<file path="config.mk">
export PLATFORM = sky130hd
export DESIGN_NAME = ex_add_sched_flat
export DESIGN_NICKNAME = d
export VERILOG_FILES = /design/src/rtl/ex_add_sched_pkg.sv /design/src/rtl/ex_add_sched_if.sv /design/src/rtl/ex_add_sched_rr_arbiter.sv /design/src/rtl/ex_add_sched.sv /design/src/flat_wrapper.sv
export SDC_FILE = /design/constraint.sdc
export NUM_CORES = 1
export LEC_CHECK = 0
export ABC_CLOCK_PERIOD_IN_PS = 4300
export CORE_MARGIN = 2
export CORE_UTILIZATION = 38
export CTS_CLUSTER_DIAMETER = 100
export CTS_CLUSTER_SIZE = 12
export DETAILED_ROUTE_END_ITERATION = 7
export GPL_TIMING_DRIVEN = 0
export MAX_ROUTING_LAYER = met4
export PLACE_DENSITY_LB_ADDON = 0.12
export SYNTH_ARGS = -nofsm -noshare
export SYNTH_HDL_FRONTEND = slang
export SYNTH_SLANG_ARGS = --single-unit
</file>
<file path="constraint.sdc">
create_clock -name iClk -period 4.3 [get_ports iClk]
set_clock_uncertainty 0.05 [all_clocks]
set_input_delay 0.645 -clock iClk [delete_from_list [all_inputs] [get_ports iClk]]
set_output_delay 0.645 -clock iClk [all_outputs]
set_load 0.05 [all_outputs]
</file>
<file path="src/rtl/ex_add_sched_pkg.sv">
// Shared types and defaults for the execute-stage adder scheduler.
// Requester numbering, request struct and the index-width helper live here.
package ex_add_sched_pkg;

    localparam int XLEN = 32;
    localparam int NREQ = 3;
    localparam int TAGW = 4;
    localparam int CNTW = 16;

    typedef logic [XLEN-1:0] CpuType;

    typedef struct packed {
        CpuType          A;
        CpuType          B;
        logic [TAGW-1:0] Tag;
    } ExAddReq_s;

    typedef enum logic [1:0] {
        REQ_ALU = 2'd0,
        REQ_BR  = 2'd1,
        REQ_LSU = 2'd2
    } ex_add_req_e;

    // Index width that stays at least one bit wide.
    function automatic int idx_w(input int n);
        return (n > 1) ? $clog2(n) : 1;
    endfunction

endpackage

</file>
<file path="src/rtl/ex_add_sched_if.sv">
// Request/result bundle between dispatch operand delivery and the adder scheduler.
// Slice i of each packed request field belongs to requester i.
interface ex_add_sched_if #(
    parameter int NREQ = ex_add_sched_pkg::NREQ,
    parameter int XLEN = ex_add_sched_pkg::XLEN,
    parameter int TAGW = ex_add_sched_pkg::TAGW,
    parameter int CNTW = ex_add_sched_pkg::CNTW,
    parameter int SRCW = ex_add_sched_pkg::idx_w(NREQ)
);
    logic [NREQ-1:0]           iReqValid;
    logic [NREQ-1:0][XLEN-1:0] iReqA;
    logic [NREQ-1:0][XLEN-1:0] iReqB;
    logic [NREQ-1:0][TAGW-1:0] iReqTag;
    logic [NREQ-1:0]           oReqGrant;
    logic                      oResValid;
    logic [XLEN-1:0]           oResult;
    logic [SRCW-1:0]           oResSrc;
    logic [TAGW-1:0]           oResTag;
    logic                      iResReady;
    logic                      iFlush;
    logic [CNTW-1:0]           oContendCnt;

    modport master (
        output iReqValid, iReqA, iReqB, iReqTag, iResReady, iFlush,
        input  oReqGrant, oResValid, oResult, oResSrc, oResTag, oContendCnt
    );

    modport slave (
        input  iReqValid, iReqA, iReqB, iReqTag, iResReady, iFlush,
        output oReqGrant, oResValid, oResult, oResSrc, oResTag, oContendCnt
    );
endinterface

</file>
<file path="src/rtl/ex_add_sched_rr_arbiter.sv">
// Parameterised round-robin arbiter: searches upward from ptr with wrap-around
// and returns a one-hot grant plus its encoded index.
module rr_arbiter #(
    parameter int NREQ = 3,
    parameter int IDXW = ex_add_sched_pkg::idx_w(NREQ)
) (
    input  logic [NREQ-1:0] req,
    input  logic            en,
    input  logic [IDXW-1:0] ptr,
    output logic [NREQ-1:0] gnt,
    output logic [IDXW-1:0] idx
);
    logic            found;
    int              cand;
    logic [IDXW-1:0] cand_idx;

    always_comb begin
        gnt      = '0;
        idx      = '0;
        found    = 1'b0;
        cand     = 0;
        cand_idx = '0;
        for (int k = 0; k < NREQ; k++) begin
            // Wrap explicitly so non-power-of-two NREQ goes NREQ-1 -> 0.
            cand = int'(ptr) + k;
            if (cand >= NREQ) cand = cand - NREQ;
            cand_idx = IDXW'(cand);
            if (en && !found && req[cand_idx]) begin
                gnt[cand_idx] = 1'b1;
                idx           = cand_idx;
                found         = 1'b1;
            end
        end
    end

endmodule

</file>
<file path="src/rtl/ex_add_sched.sv">
// Shares one execute-stage adder among NREQ requesters (ALU, branch target, LSU AGU):
// round-robin grant, registered sum with id/tag, valid/ready result, flush and contention count.
module ex_add_sched #(
    parameter int NREQ = ex_add_sched_pkg::NREQ,
    parameter int XLEN = ex_add_sched_pkg::XLEN,
    parameter int TAGW = ex_add_sched_pkg::TAGW,
    parameter int CNTW = ex_add_sched_pkg::CNTW
) (
    input logic         iClk,
    input logic         iRst_n,
    ex_add_sched_if.slave bus
);
    import ex_add_sched_pkg::*;

    localparam int SRCW = idx_w(NREQ);

    logic            can_accept, grant_en, any_gnt, multi_req, cnt_inc;
    logic [NREQ-1:0] gnt;
    logic [SRCW-1:0] gidx;

    logic            res_valid_q, res_valid_d;
    logic [XLEN-1:0] result_q, result_d;
    logic [SRCW-1:0] src_q, src_d;
    logic [TAGW-1:0] tag_q, tag_d;
    logic [SRCW-1:0] ptr_q, ptr_d;
    logic [CNTW-1:0] cnt_q, cnt_d;

    // Grant is held off while reset is asserted so nothing leaks out during reset.
    assign can_accept = !res_valid_q | bus.iResReady;
    assign grant_en   = iRst_n & can_accept & !bus.iFlush;

    rr_arbiter #(.NREQ(NREQ), .IDXW(SRCW)) u_arb (
        .req (bus.iReqValid),
        .en  (grant_en),
        .ptr (ptr_q),
        .gnt (gnt),
        .idx (gidx)
    );

    assign any_gnt   = |gnt;
    assign multi_req = |(bus.iReqValid & (bus.iReqValid - NREQ'(1)));
    assign cnt_inc   = ((|bus.iReqValid) & !any_gnt & !bus.iFlush) | (multi_req & any_gnt);

    always_comb begin
        res_valid_d = res_valid_q;
        result_d    = result_q;
        src_d       = src_q;
        tag_d       = tag_q;
        ptr_d       = ptr_q;
        cnt_d       = cnt_q;
        if (any_gnt) begin
            result_d    = bus.iReqA[gidx] + bus.iReqB[gidx];
            src_d       = gidx;
            tag_d       = bus.iReqTag[gidx];
            res_valid_d = 1'b1;
            ptr_d       = (gidx == SRCW'(NREQ - 1)) ? '0 : gidx + SRCW'(1);
        end else if (bus.iFlush || bus.iResReady) begin
            res_valid_d = 1'b0;
        end
        if (cnt_inc && (cnt_q != '1)) cnt_d = cnt_q + CNTW'(1);
    end

    always_ff @(posedge iClk or negedge iRst_n) begin
        if (!iRst_n) begin
            res_valid_q <= 1'b0;
            result_q    <= '0;
            src_q       <= '0;
            tag_q       <= '0;
            ptr_q       <= '0;
            cnt_q       <= '0;
        end else begin
            res_valid_q <= res_valid_d;
            result_q    <= result_d;
            src_q       <= src_d;
            tag_q       <= tag_d;
            ptr_q       <= ptr_d;
            cnt_q       <= cnt_d;
        end
    end

    assign bus.oReqGrant   = gnt;
    assign bus.oResValid   = res_valid_q;
    assign bus.oResult     = result_q;
    assign bus.oResSrc     = src_q;
    assign bus.oResTag     = tag_q;
    assign bus.oContendCnt = cnt_q;

endmodule
</file>
<file path="src/flat_wrapper.sv">
// flat-port wrapper written by rule: the top's interface ports become plain ports
module ex_add_sched_flat import ex_add_sched_pkg::*;
#(
    parameter int NREQ = ex_add_sched_pkg::NREQ,
    parameter int XLEN = ex_add_sched_pkg::XLEN,
    parameter int TAGW = ex_add_sched_pkg::TAGW,
    parameter int CNTW = ex_add_sched_pkg::CNTW
)
  (iClk, iRst_n, bus_iReqValid, bus_iReqA, bus_iReqB, bus_iReqTag, bus_iResReady, bus_iFlush, bus_oReqGrant, bus_oResValid, bus_oResult, bus_oResSrc, bus_oResTag, bus_oContendCnt);
  ex_add_sched_if #(.NREQ(NREQ), .XLEN(XLEN), .TAGW(TAGW), .CNTW(CNTW)) bus_i ();
  input logic iClk;
  input logic iRst_n;
  input wire logic [$bits(bus_i.iReqValid)-1:0] bus_iReqValid;
  input wire logic [$bits(bus_i.iReqA)-1:0] bus_iReqA;
  input wire logic [$bits(bus_i.iReqB)-1:0] bus_iReqB;
  input wire logic [$bits(bus_i.iReqTag)-1:0] bus_iReqTag;
  input wire logic [$bits(bus_i.iResReady)-1:0] bus_iResReady;
  input wire logic [$bits(bus_i.iFlush)-1:0] bus_iFlush;
  output wire logic [$bits(bus_i.oReqGrant)-1:0] bus_oReqGrant;
  output wire logic [$bits(bus_i.oResValid)-1:0] bus_oResValid;
  output wire logic [$bits(bus_i.oResult)-1:0] bus_oResult;
  output wire logic [$bits(bus_i.oResSrc)-1:0] bus_oResSrc;
  output wire logic [$bits(bus_i.oResTag)-1:0] bus_oResTag;
  output wire logic [$bits(bus_i.oContendCnt)-1:0] bus_oContendCnt;
  assign bus_i.iReqValid = bus_iReqValid;
  assign bus_i.iReqA = bus_iReqA;
  assign bus_i.iReqB = bus_iReqB;
  assign bus_i.iReqTag = bus_iReqTag;
  assign bus_i.iResReady = bus_iResReady;
  assign bus_i.iFlush = bus_iFlush;
  assign bus_oReqGrant = bus_i.oReqGrant;
  assign bus_oResValid = bus_i.oResValid;
  assign bus_oResult = bus_i.oResult;
  assign bus_oResSrc = bus_i.oResSrc;
  assign bus_oResTag = bus_i.oResTag;
  assign bus_oContendCnt = bus_i.oContendCnt;
  ex_add_sched #(.NREQ(NREQ), .XLEN(XLEN), .TAGW(TAGW), .CNTW(CNTW)) u_core (.iClk(iClk), .iRst_n(iRst_n), .bus(bus_i));
endmodule
</file>
==> metrics <==
max cap viols 0; Crit path largest cell delay 0.45 ns; Final GP Congestion between 0.8 and 0.9; Hold/Removal Path Class input port to asynchronous set/reset pin; Starting DRT DRC Count 283; Worst VDD drop about 0.00036 V; clock power share 0.120; initial core utilization 0.388; drt total wl 20800 µm; CTS sink cnt 57; antenna-violating nets left 0; Finished Cell Area between 9000 and 10000 µm²; Cell Area, Synth 5620 µm²; largest net degree at the start of global routing 31; Final WS setup -0.293 ns; synth warn 0; largest area contributor in the netlist dfrtp_1; clock buffer count from CTS 9; switch share 0.485; number of synthesized flops with an enable pin 0; worst slew pin tran 0.769 ns; cell row count 44; Cell Chain, Critical Path inv_2 > ha_4 > mux2i_4 > a2bb2oi_2 > nand4b_1 > a21o_1 > inv_8 > buf_12 > buf_6 > buf_8 > mux2i_2 > o21ai_1 > ha_2 > fa_2 > a21oi_2 > o21ai_2 > o2111ai_2 > a21oi_4 > o2111ai_2 > and2_4 > xnor2_1 > mux2_1; sequential fraction of design power 0.150; GRT overflow 0; failing checks setup timing; Post-DP HPWL around 15000 µm; maximum buffer depth of the clock tree 2; ANT cells 0; clk_lat worst skew 0.33 ns; Yosys reg bits 57; Die X-Extent between 100 and 150 µm; Power Internal 3.12 mW; Reg area 1430 µm²; Hold Violations, Final 0; synthesized instance count 699; Post-Synthesis Net Count 947; first-pass GRT wire length around 32000 µm; WP buf/inv 5; largest cells by area after synthesis dfrtp_1 (25%), mux2i_1 (13%), o21ai_0 (8.3%); most frequent cells in the layout clkdlybuf4s50_1 (264), nand2_1 (115), o21ai_0 (64), mux2i_1 (63); unrepaired setup endpoints after global routing true; Logic pwr share 0.730; Slew Limit Fails 0; setup_tns -2.06 ns; CTS Root Cell clkbuf_16; Vias per Instance 5.23; async set or reset register ratio after synthesis 1.00; core box area roughly 14000 µm²; area of the multi-input gates 4310 µm²; register area share after synthesis 0.254; vias in the first global route 6167; area delta synth->final 73.2%; TritonCTS clock tree built; Mean Syn Cell Area 8.05 µm²; DR WL/cell 17.0 µm; final layout net count 1283; DR pass1 iterations 4; Switch Pwr 2.95 mW; layout cells sized above 1 0.183; Critical-path top delay cell dfrtp_2; drc violations 0; Crit path required time 4.46 ns; Leak 3.92 nW; status complete, but fails checks; critical path class register to register; crit end category register; port bufs roughly 270; critical path arrival 4.75 ns; Yosys top cell area share 0.254; worst rel slew slack 0.482; crit-path max FO 6; most common cell after layout, fill and taps aside clkdlybuf4s50_1; Die Ht 126 µm; pwr dens 623 nW/µm²; io pins ~270; die area ~16000 µm²; Via Count 6392; Filler cells 1266; H-Tree Depth 3; register-to-register setup slack -0.29 ns; clk slew on worst S/H paths 0.05 ns; top cell family by delay on the critical path compound AO/OA/AOI/OAI gates; Crit path top cell by count o2111ai_2; Setup crit start kind register; Yosys cell types 66; placed inst area between 8000 and 9000 µm²; Min Clock Period, post-route approximately 4.6 ns; predominant post-synthesis flop cell dfrtp_1; Tot GR Track Use 0.257; initial antenna violation count 0; Tcrit/Tclk final 1.07; Achievable Freq around 220 MHz; # setup viols final 11; cts hold-fix bufs 0
==> metrics by stage <==
step	setup WS, ns	utilization	hold slack (ns)	power (mW)	instances
floorplan	-0.00101	-	0.299	3.55	699
global placement	-3.98	0.595	0.400	4.70	1150
detailed placement	-1.94	0.596	0.404	4.72	1151
CTS	-0.229	0.658	0.151	5.85	1205
global route	-0.522	0.673	0.161	6.45	1223
finish	-0.293	0.673	0.146	6.07	1223
==> flip-flops by register name, indices dropped and copies added, names as in the netlist <==
name / count
u_core.bus.oResValid: 1
u_core.ptr_q: 2
u_core.bus.oResult: 32
u_core.bus.oResTag: 4
u_core.bus.oContendCnt: 16
u_core.bus.oResSrc: 2
==> final cells by class <==
cell class,instances,area share
Clock buffer,12,0.0263
Clock inverter,3,0.00411
Sequential cell,57,0.147
Multi-Input combinational cell,595,0.443
Inverter,15,0.00655
Timing Repair Buffer,330,0.329
Buffer,27,0.0207
Tap cell,184,0.0236
==> per-layer routing <==
layer	up-vias	track usage	routed length, µm
li1	3182	-	-
met1	2961	0.314	8650
met2	224	0.440	10400
met3	25	0.0493	1460
met4	0	0.0588	320
met5	-	-	0
==> power groups by stage <==
| stage | Sequential [mW] | Combinational [mW] | Clock (mW) |
|---|---|---|---|
| floorplan | 1.61 | 1.95 | 0 |
| global placement | 0.903 | 3.79 | 0 |
| detailed placement | 0.910 | 3.81 | 0 |
| CTS | 0.908 | 4.20 | 0.739 |
| global route | 0.938 | 4.75 | 0.762 |
| finish | 0.908 | 4.43 | 0.728 |
==> path summary, 6_finish.rpt <==
| kind | depth (start not counted) | end | from |
|---|---|---|---|
| worst min-delay path | 1 | u_core.bus.oResTag[0] | iRst_n |
| max in group asynchronous | 2 | u_core.bus.oContendCnt[5] | iRst_n |
| worst min register to register | 2 | u_core.bus.oResult[1] | u_core.bus.oResult[1] |
| min in group iClk | 2 | u_core.bus.oResult[1] | u_core.bus.oResult[1] |
| worst max-delay path | 22 | u_core.bus.oResult[26] | u_core.ptr_q[1] |
| worst max register to register | 22 | u_core.bus.oResult[26] | u_core.ptr_q[1] |
==> cell families after synthesis <==
family,after synthesis,synth area share
muxes,78,0.140
AOI/OAI and AO/OA,199,0.223
DFF,57,0.254
and+or+nand+nor,238,0.193
buffers and inverters,47,0.0394
adders and majority gates,38,0.0854
xor gates and xnor gates,42,0.0654
==> what timing repair did <==
action                                  in CTS  in global routing
endpoints found under the setup margin      30                 23
buffers inserted                            37                 25
pin swaps                                   41                 47
cloned                                       3                  0
gates resized for setup                     81                 57
==> cell usage after synthesis (10+ instances only) <==
library cell,count
o21ai_0,93
nor2_1,51
inv_1,14
buf_2,15
clkbuf_1,14
a21o_1,10
mux2i_1,71
xnor2_1,18
nand3_1,15
xor2_1,24
a21oi_1,43
dfrtp_1,57
nand2_1,118
ha_1,36
(Power assumes the default switching activity.)
